--- src/rtl/ppu_pixel_fifo.sv ---
// PPU background/sprite pixel FIFO with fine-scroll discard,
// BG/OBJ priority mixing and palette mapping behind a valid/ready output.
module ppu_pixel_fifo #(
    parameter int DEPTH  = 16,
    parameter int OBJ_EN = 1,
    parameter int PAL_EN = 1
) (
    input  logic                       clk,
    input  logic                       rst,
    input  logic                       line_start,
    input  logic [2:0]                 discard,
    input  logic                       bg_load,
    input  logic [7:0]                 bg_lo,
    input  logic [7:0]                 bg_hi,
    output logic                       bg_ready,
    input  logic                       obj_load,
    input  logic [7:0]                 obj_lo,
    input  logic [7:0]                 obj_hi,
    input  logic                       obj_pal,
    input  logic                       obj_prio,
    output logic                       obj_ready,
    input  logic                       bg_en,
    input  logic [7:0]                 bgp,
    input  logic [7:0]                 obp0,
    input  logic [7:0]                 obp1,
    output logic [1:0]                 px_out,
    output logic                       px_valid,
    input  logic                       px_ready,
    output logic [$clog2(DEPTH+1)-1:0] bg_count
);

    localparam int CW = $clog2(DEPTH + 1);
    localparam int FW = 2 * DEPTH;
    localparam int PADW = FW - 16;
    localparam logic [CW-1:0] ROOM_MAX = CW'(DEPTH - 8);
    localparam logic [CW-1:0] ROW_PX = CW'(8);
    localparam logic [CW-1:0] CNT_ZERO = '0;

    // BG FIFO is a packed shift vector, head pixel in bits [1:0]
    logic [FW-1:0] bg_q, bg_d;
    logic [CW-1:0] cnt_q, cnt_d;
    logic [15:0]   scol_q, scol_d;
    logic [7:0]    spal_q, spal_d;
    logic [7:0]    sprio_q, sprio_d;
    logic [2:0]    disc_q, disc_d;
    logic          vld_q, vld_d;
    logic [1:0]    pix_q, pix_d;

    logic          pop;
    logic          push;
    logic          merge;
    logic [15:0]   bg_row;
    logic [15:0]   obj_row;
    logic [FW-1:0] bg_shift;
    logic [FW-1:0] bg_ins;
    logic [CW-1:0] base;
    logic [15:0]   scol_sh;
    logic [7:0]    spal_sh;
    logic [7:0]    sprio_sh;
    logic [7:0]    slot_free;
    logic [7:0]    take;
    logic [15:0]   cmask;

    logic [1:0]    bgc;
    logic [1:0]    objc;
    logic          opal;
    logic          oprio;
    logic          use_obj;
    logic [1:0]    idx;
    logic [7:0]    pal;
    logic [1:0]    shade;
    logic [1:0]    mix;

    assign bg_ready  = (cnt_q <= ROOM_MAX);
    assign obj_ready = (OBJ_EN != 0) && (cnt_q >= ROW_PX);
    assign px_out    = pix_q;
    assign px_valid  = vld_q;
    assign bg_count  = cnt_q;

    assign pop   = (cnt_q != CNT_ZERO)
                 && ((disc_q != 3'd0) || !vld_q || px_ready);
    assign push  = bg_load && bg_ready;
    assign merge = obj_load && obj_ready;

    // Leftmost pixel (bit 7) lands at the lowest slot of the row
    assign bg_row = {bg_hi[0], bg_lo[0], bg_hi[1], bg_lo[1],
                     bg_hi[2], bg_lo[2], bg_hi[3], bg_lo[3],
                     bg_hi[4], bg_lo[4], bg_hi[5], bg_lo[5],
                     bg_hi[6], bg_lo[6], bg_hi[7], bg_lo[7]};

    assign obj_row = {obj_hi[0], obj_lo[0], obj_hi[1], obj_lo[1],
                      obj_hi[2], obj_lo[2], obj_hi[3], obj_lo[3],
                      obj_hi[4], obj_lo[4], obj_hi[5], obj_lo[5],
                      obj_hi[6], obj_lo[6], obj_hi[7], obj_lo[7]};

    // Slots above bg_count are kept zero so a push can OR in its row
    assign bg_shift = pop ? {2'b00, bg_q[FW-1:2]} : bg_q;
    assign base     = cnt_q - {{(CW-1){1'b0}}, pop};
    assign bg_ins   = {{PADW{1'b0}}, bg_row} << {base, 1'b0};

    assign scol_sh  = pop ? {2'b00, scol_q[15:2]} : scol_q;
    assign spal_sh  = pop ? {1'b0, spal_q[7:1]} : spal_q;
    assign sprio_sh = pop ? {1'b0, sprio_q[7:1]} : sprio_q;

    for (genvar g = 0; g < 8; g++) begin : g_slot
        assign slot_free[g] = (scol_sh[2*g+1:2*g] == 2'b00);
        assign take[g]      = merge && slot_free[g];
        assign cmask[2*g+1:2*g] = {2{take[g]}};
    end

    assign bgc   = bg_en ? bg_q[1:0] : 2'b00;
    assign objc  = (OBJ_EN != 0) ? scol_q[1:0] : 2'b00;
    assign opal  = spal_q[0];
    assign oprio = sprio_q[0];

    always_comb begin
        use_obj = (objc != 2'b00) && (!oprio || (bgc == 2'b00));
        idx     = use_obj ? objc : bgc;
        pal     = bgp;
        if (use_obj) begin
            pal = opal ? obp1 : obp0;
        end
        unique case (idx)
            2'd0:    shade = pal[1:0];
            2'd1:    shade = pal[3:2];
            2'd2:    shade = pal[5:4];
            default: shade = pal[7:6];
        endcase
        mix = (PAL_EN != 0) ? shade : idx;
    end

    always_comb begin
        bg_d  = push ? (bg_shift | bg_ins) : bg_shift;
        cnt_d = cnt_q + (push ? ROW_PX : CNT_ZERO)
              - {{(CW-1){1'b0}}, pop};
        if (line_start) begin
            bg_d  = '0;
            cnt_d = '0;
        end
    end

    // Earlier sprites win: only transparent slots accept new pixels
    always_comb begin
        scol_d  = (scol_sh & ~cmask) | (obj_row & cmask);
        spal_d  = (spal_sh & ~take) | ({8{obj_pal}} & take);
        sprio_d = (sprio_sh & ~take) | ({8{obj_prio}} & take);
        if (line_start || (OBJ_EN == 0)) begin
            scol_d  = '0;
            spal_d  = '0;
            sprio_d = '0;
        end
    end

    always_comb begin
        disc_d = disc_q;
        if (line_start) begin
            disc_d = discard;
        end else if (pop && (disc_q != 3'd0)) begin
            disc_d = disc_q - 3'd1;
        end
    end

    always_comb begin
        vld_d = vld_q;
        pix_d = pix_q;
        if (line_start) begin
            vld_d = 1'b0;
        end else if (pop && (disc_q == 3'd0)) begin
            vld_d = 1'b1;
            pix_d = mix;
        end else if (px_ready) begin
            vld_d = 1'b0;
        end
    end

    always_ff @(posedge clk) begin
        if (rst) begin
            bg_q    <= '0;
            cnt_q   <= '0;
            scol_q  <= '0;
            spal_q  <= '0;
            sprio_q <= '0;
            disc_q  <= '0;
            vld_q   <= 1'b0;
            pix_q   <= 2'b00;
        end else begin
            bg_q    <= bg_d;
            cnt_q   <= cnt_d;
            scol_q  <= scol_d;
            spal_q  <= spal_d;
            sprio_q <= sprio_d;
            disc_q  <= disc_d;
            vld_q   <= vld_d;
            pix_q   <= pix_d;
        end
    end

endmodule

--- config.mk ---
export PLATFORM = sky130hd
export DESIGN_NAME = ppu_pixel_fifo
export DESIGN_NICKNAME = d
export VERILOG_FILES = /design/src/rtl/ppu_pixel_fifo.sv
export SDC_FILE = /design/constraint.sdc
export NUM_CORES = 1
export LEC_CHECK = 0
export BUFFER_PORTS_ARGS = -buffer_cell sky130_fd_sc_hd__buf_2
export CORE_MARGIN = 1.5
export CORE_UTILIZATION = 40
export DETAILED_ROUTE_END_ITERATION = 16
export PLACE_DENSITY = 0.71
export SLEW_MARGIN = 10
export SYNTH_ARGS = -nofsm -noshare
export SYNTH_HDL_FRONTEND = slang
export SYNTH_SLANG_ARGS = --single-unit
--- constraint.sdc ---
create_clock -name clk -period 3.45 [get_ports clk]
set_clock_uncertainty 0.2 [all_clocks]
set_input_delay 0.69 -clock clk [delete_from_list [all_inputs] [get_ports clk]]
set_output_delay 0.69 -clock clk [all_outputs]
set_load 0.01 [all_outputs]
==> results_dict.tcl <==
set metrics [dict create \
    status "finished, final reports clean" \
    grt_pass1_wl_um 18100 \
    comb_power_share_pct 65.2 \
    crit_chain "or3_1, o22ai_4, inv_2, ha_1, inv_1, ha_4, mux2_2, mux2_2, mux2_2, a221oi_1, a21oi_1" \
    vias 4136 \
    die_x_um 109 \
    htreeDepth 3 \
    yosys_warnings 0 \
    die_h_um 109 \
    rows 38 \
    cp_data_arrival_time_ns 3.22 \
    crit_slowest_cell "or3_1" \
    first_pass_iters 4 \
    diodes 0 \
    pwr_density_cell_nw_per_um2 1120 \
    synth_cell_types 46 \
    clock_tree.root_cell "clkbuf_16" \
    synth-async-reset-ratio_pct 0 \
    avgSynthCellArea_sq_um 8.29 \
    ios 78 \
    initial_utilization_pct 41.4 \
    ant_nets 0 \
    max_freq_mhz 311 \
    drt_wl_total_um 10700 \
    cts_tree "built" \
    portBuffers 73 \
    vias_per_cell 5.51 \
    crit_path_end_kind "flip-flop" \
    post-cts-setup-buffers 0 \
    final_util_pct 48.5 \
    power_frac_seq_pct 19.8 \
    holdWs_ns 0.264 \
    peakVddDrop_v 0.000777 \
    ys_seq_elements 75 \
    dp.cells 735 \
    cts_buffers 9 \
    p_sw_mw 2.71 \
    dp_hpwl_um 7800 \
    dpl-instance-area_sq_um 5020 \
    power_switching_share_pct 45.9 \
    syn_area_sq_um 4520 \
    hold_class "flip-flop to flip-flop" \
    final_max_slew_viol_count 0 \
    gr-total-overflow 0 \
    synth-main-ff-cell "dfxtp_1" \
    cts_sinks 75 \
    gp_congestion 0.866 \
    layout.area.seq_sq_um 1500 \
    cts_resized 0 \
    crit_buf_inv 2 \
    leakagePower_nw 1.97 \
    cts_buffer_depth 2 \
    cp_max_fo 7 \
    clock_power_share_pct 15.0 \
    slowest_delay_ns 0.49 \
    critPathMostFrequentCell "mux2_2" \
    antenna_found_initial 0 \
    route.detailed.drc 0 \
    hold_viol 0 \
    first_iter_violations 230 \
    multi_input_area_sq_um 2810 \
    area_delta_synth_final_pct 17.2 \
    die_area_sq_um 12000 \
    setup_viol 0 \
    stdcell_count 751 \
    final.fill_count 1075 \
    nets 687 \
    place_ws_ns 0.168 \
    cp.required_ns 3.45 \
    clkSlewWorstSetupHoldPaths_ns 0.07 \
    coreArea_sq_um 10900 \
    worst_slack_ns 0.232 \
    period_needed_ns 3.22 \
    stdcell_area_sq_um 5300 \
    worstMarginPinSlew_ns 0.941 \
    drive_gt1_share_pct 23.6 \
    total_power_mw 5.91 \
    fin_crit_sh_pct 93.3 \
    crit_path_start_kind "flip-flop" \
    rsz0062_at_grt "false" \
    cts_hold_buffers 0 \
    p_int_mw 3.20 \
    synth_edf_count 0 \
    cap_violations 0 \
    grt_max_degree 58 \
    ys_seq_area_share_pct 33.2 \
    track_usage_pct 18.6 \
    slew_headroom_pct 37.3 \
    synthesis.instances 546 \
    critPathTopFamily "multiplexers" \
    routedWlPerCell_um 14.3 \
    synth_nets 627 \
    tns_ns 0 \
    grt_pass1_vias 3995 \
    clock_latency_ns 0.33 \
    critPathKind "flip-flop to flip-flop" \
]
[layer usage]
metal	wire, um	up-vias	track usage (%)
li1	-	2088	-
met1	4870	1942	22.8
met2	5290	91	33.3
met3	380	15	2.49
met4	173	0	6.59
met5	0	-	0
[worst register-to-register path, stage by stage (launching register included)]
cell and delay, ns:
dfxtp_1 0.33, or3_1 0.49, o22ai_4 0.23, inv_2 0.08, ha_1 0.17, inv_1 0.10, ha_4 0.18, mux2_2 0.36
mux2_2 0.29, mux2_2 0.27, a221oi_1 0.28, a21oi_1 0.11
[path summary, 6_finish.rpt]
path	start	end	slack (ns)	cells after the start
worst min-delay path	spal_q[7]$_SDFF_PP0_	spal_q[7]$_SDFF_PP0_	0.26	2
worst max-delay path	bg_count[0]$_SDFF_PP0_	bg_q[17]$_SDFF_PP0_	0.23	11
worst min register to register	spal_q[7]$_SDFF_PP0_	spal_q[7]$_SDFF_PP0_	0.26	2
worst max register to register	bg_count[0]$_SDFF_PP0_	bg_q[17]$_SDFF_PP0_	0.23	11
[power by group through the flow]
| stage | clock, mW | sequential [mW] | combinational, mW |
|---|---|---|---|
| 5_1_grt | 0.947 | 1.19 | 4.27 |
| 2_1_floorplan | 0 | 1.17 | 3.07 |
| 3_5_place_dp | 0 | 1.19 | 3.84 |
| 3_3_place_gp | 0 | 1.18 | 3.76 |
| 4_1_cts | 0.902 | 1.17 | 3.87 |
| 6_report | 0.886 | 1.17 | 3.86 |
[cell usage after synthesis (2+ instances only)]
| cell | number | area [sq um] |
|---|---|---|
| a31oi_1 | 26 | 163 |
| nand3_1 | 22 | 110 |
| a21o_1 | 2 | 15.0 |
| or2_2 | 4 | 25.0 |
| ha_1 | 12 | 150 |
| nand3b_1 | 3 | 22.5 |
| a41oi_1 | 7 | 61.3 |
| buf_6 | 4 | 45.0 |
| a22oi_1 | 2 | 15.0 |
| mux2_2 | 24 | 270 |
| nand2_1 | 111 | 417 |
| dfxtp_1 | 75 | 1500 |
| o21a_1 | 2 | 15.0 |
| a221oi_2 | 2 | 30.0 |
| inv_2 | 2 | 7.51 |
| xnor2_1 | 6 | 52.6 |
| mux2i_1 | 54 | 541 |
| inv_1 | 10 | 37.5 |
| nand4_1 | 10 | 62.6 |
| nand2b_1 | 5 | 31.3 |
| buf_2 | 8 | 40.0 |
| o21ai_0 | 5 | 25.0 |
| nor3_1 | 3 | 15.0 |
| buf_4 | 2 | 15.0 |
| a21oi_1 | 30 | 150 |
| a221oi_1 | 18 | 158 |
| clkbuf_1 | 21 | 78.8 |
| nor2_1 | 30 | 113 |
| buf_1 | 4 | 15.0 |
| a211o_1 | 3 | 26.3 |
| o211ai_1 | 9 | 67.6 |
| and2_1 | 11 | 68.8 |
| nor2b_1 | 6 | 37.5 |
[layout make-up]
cell class	count	share of cell area [%]
Tap cell	140	3.30
Clock buffer	9	4.25
Timing Repair Buffer	88	9.25
Inverter	12	0.850
Multi-Input combinational cell	420	53.0
Clock inverter	7	1.04
Sequential cell	75	28.3
[cell usage in the layout (no fill, tap or decap), types with 10 or more instances in the layout]
cell type  count
buf_2         73
and2_1        11
nand2_1      111
a31oi_1       26
nand3_1       22
buf_4         14
nor2_1        30
mux2i_1       54
nand4_1       10
mux2_2        24
a21oi_1       29
ha_1          11
dfxtp_1       74
inv_1         10
a221oi_1      18
[kinds of logic (layout without fill, tap and decap cells)]
logic type                 count (synthesis)  after routing  share of synthesized area (%)
and+or+nand+nor                          208            208                           20.4
AOI/OAI and AO/OA                        114            114                           17.8
xor gates and xnor gates                   6              6                           1.16
DFF                                       75             75                           33.2
adders and majority gates                 13             13                           3.76
muxes                                     79             79                           18.4
buffers and inverters                     51            116                           5.28
Power figures use the tool's default switching activity.
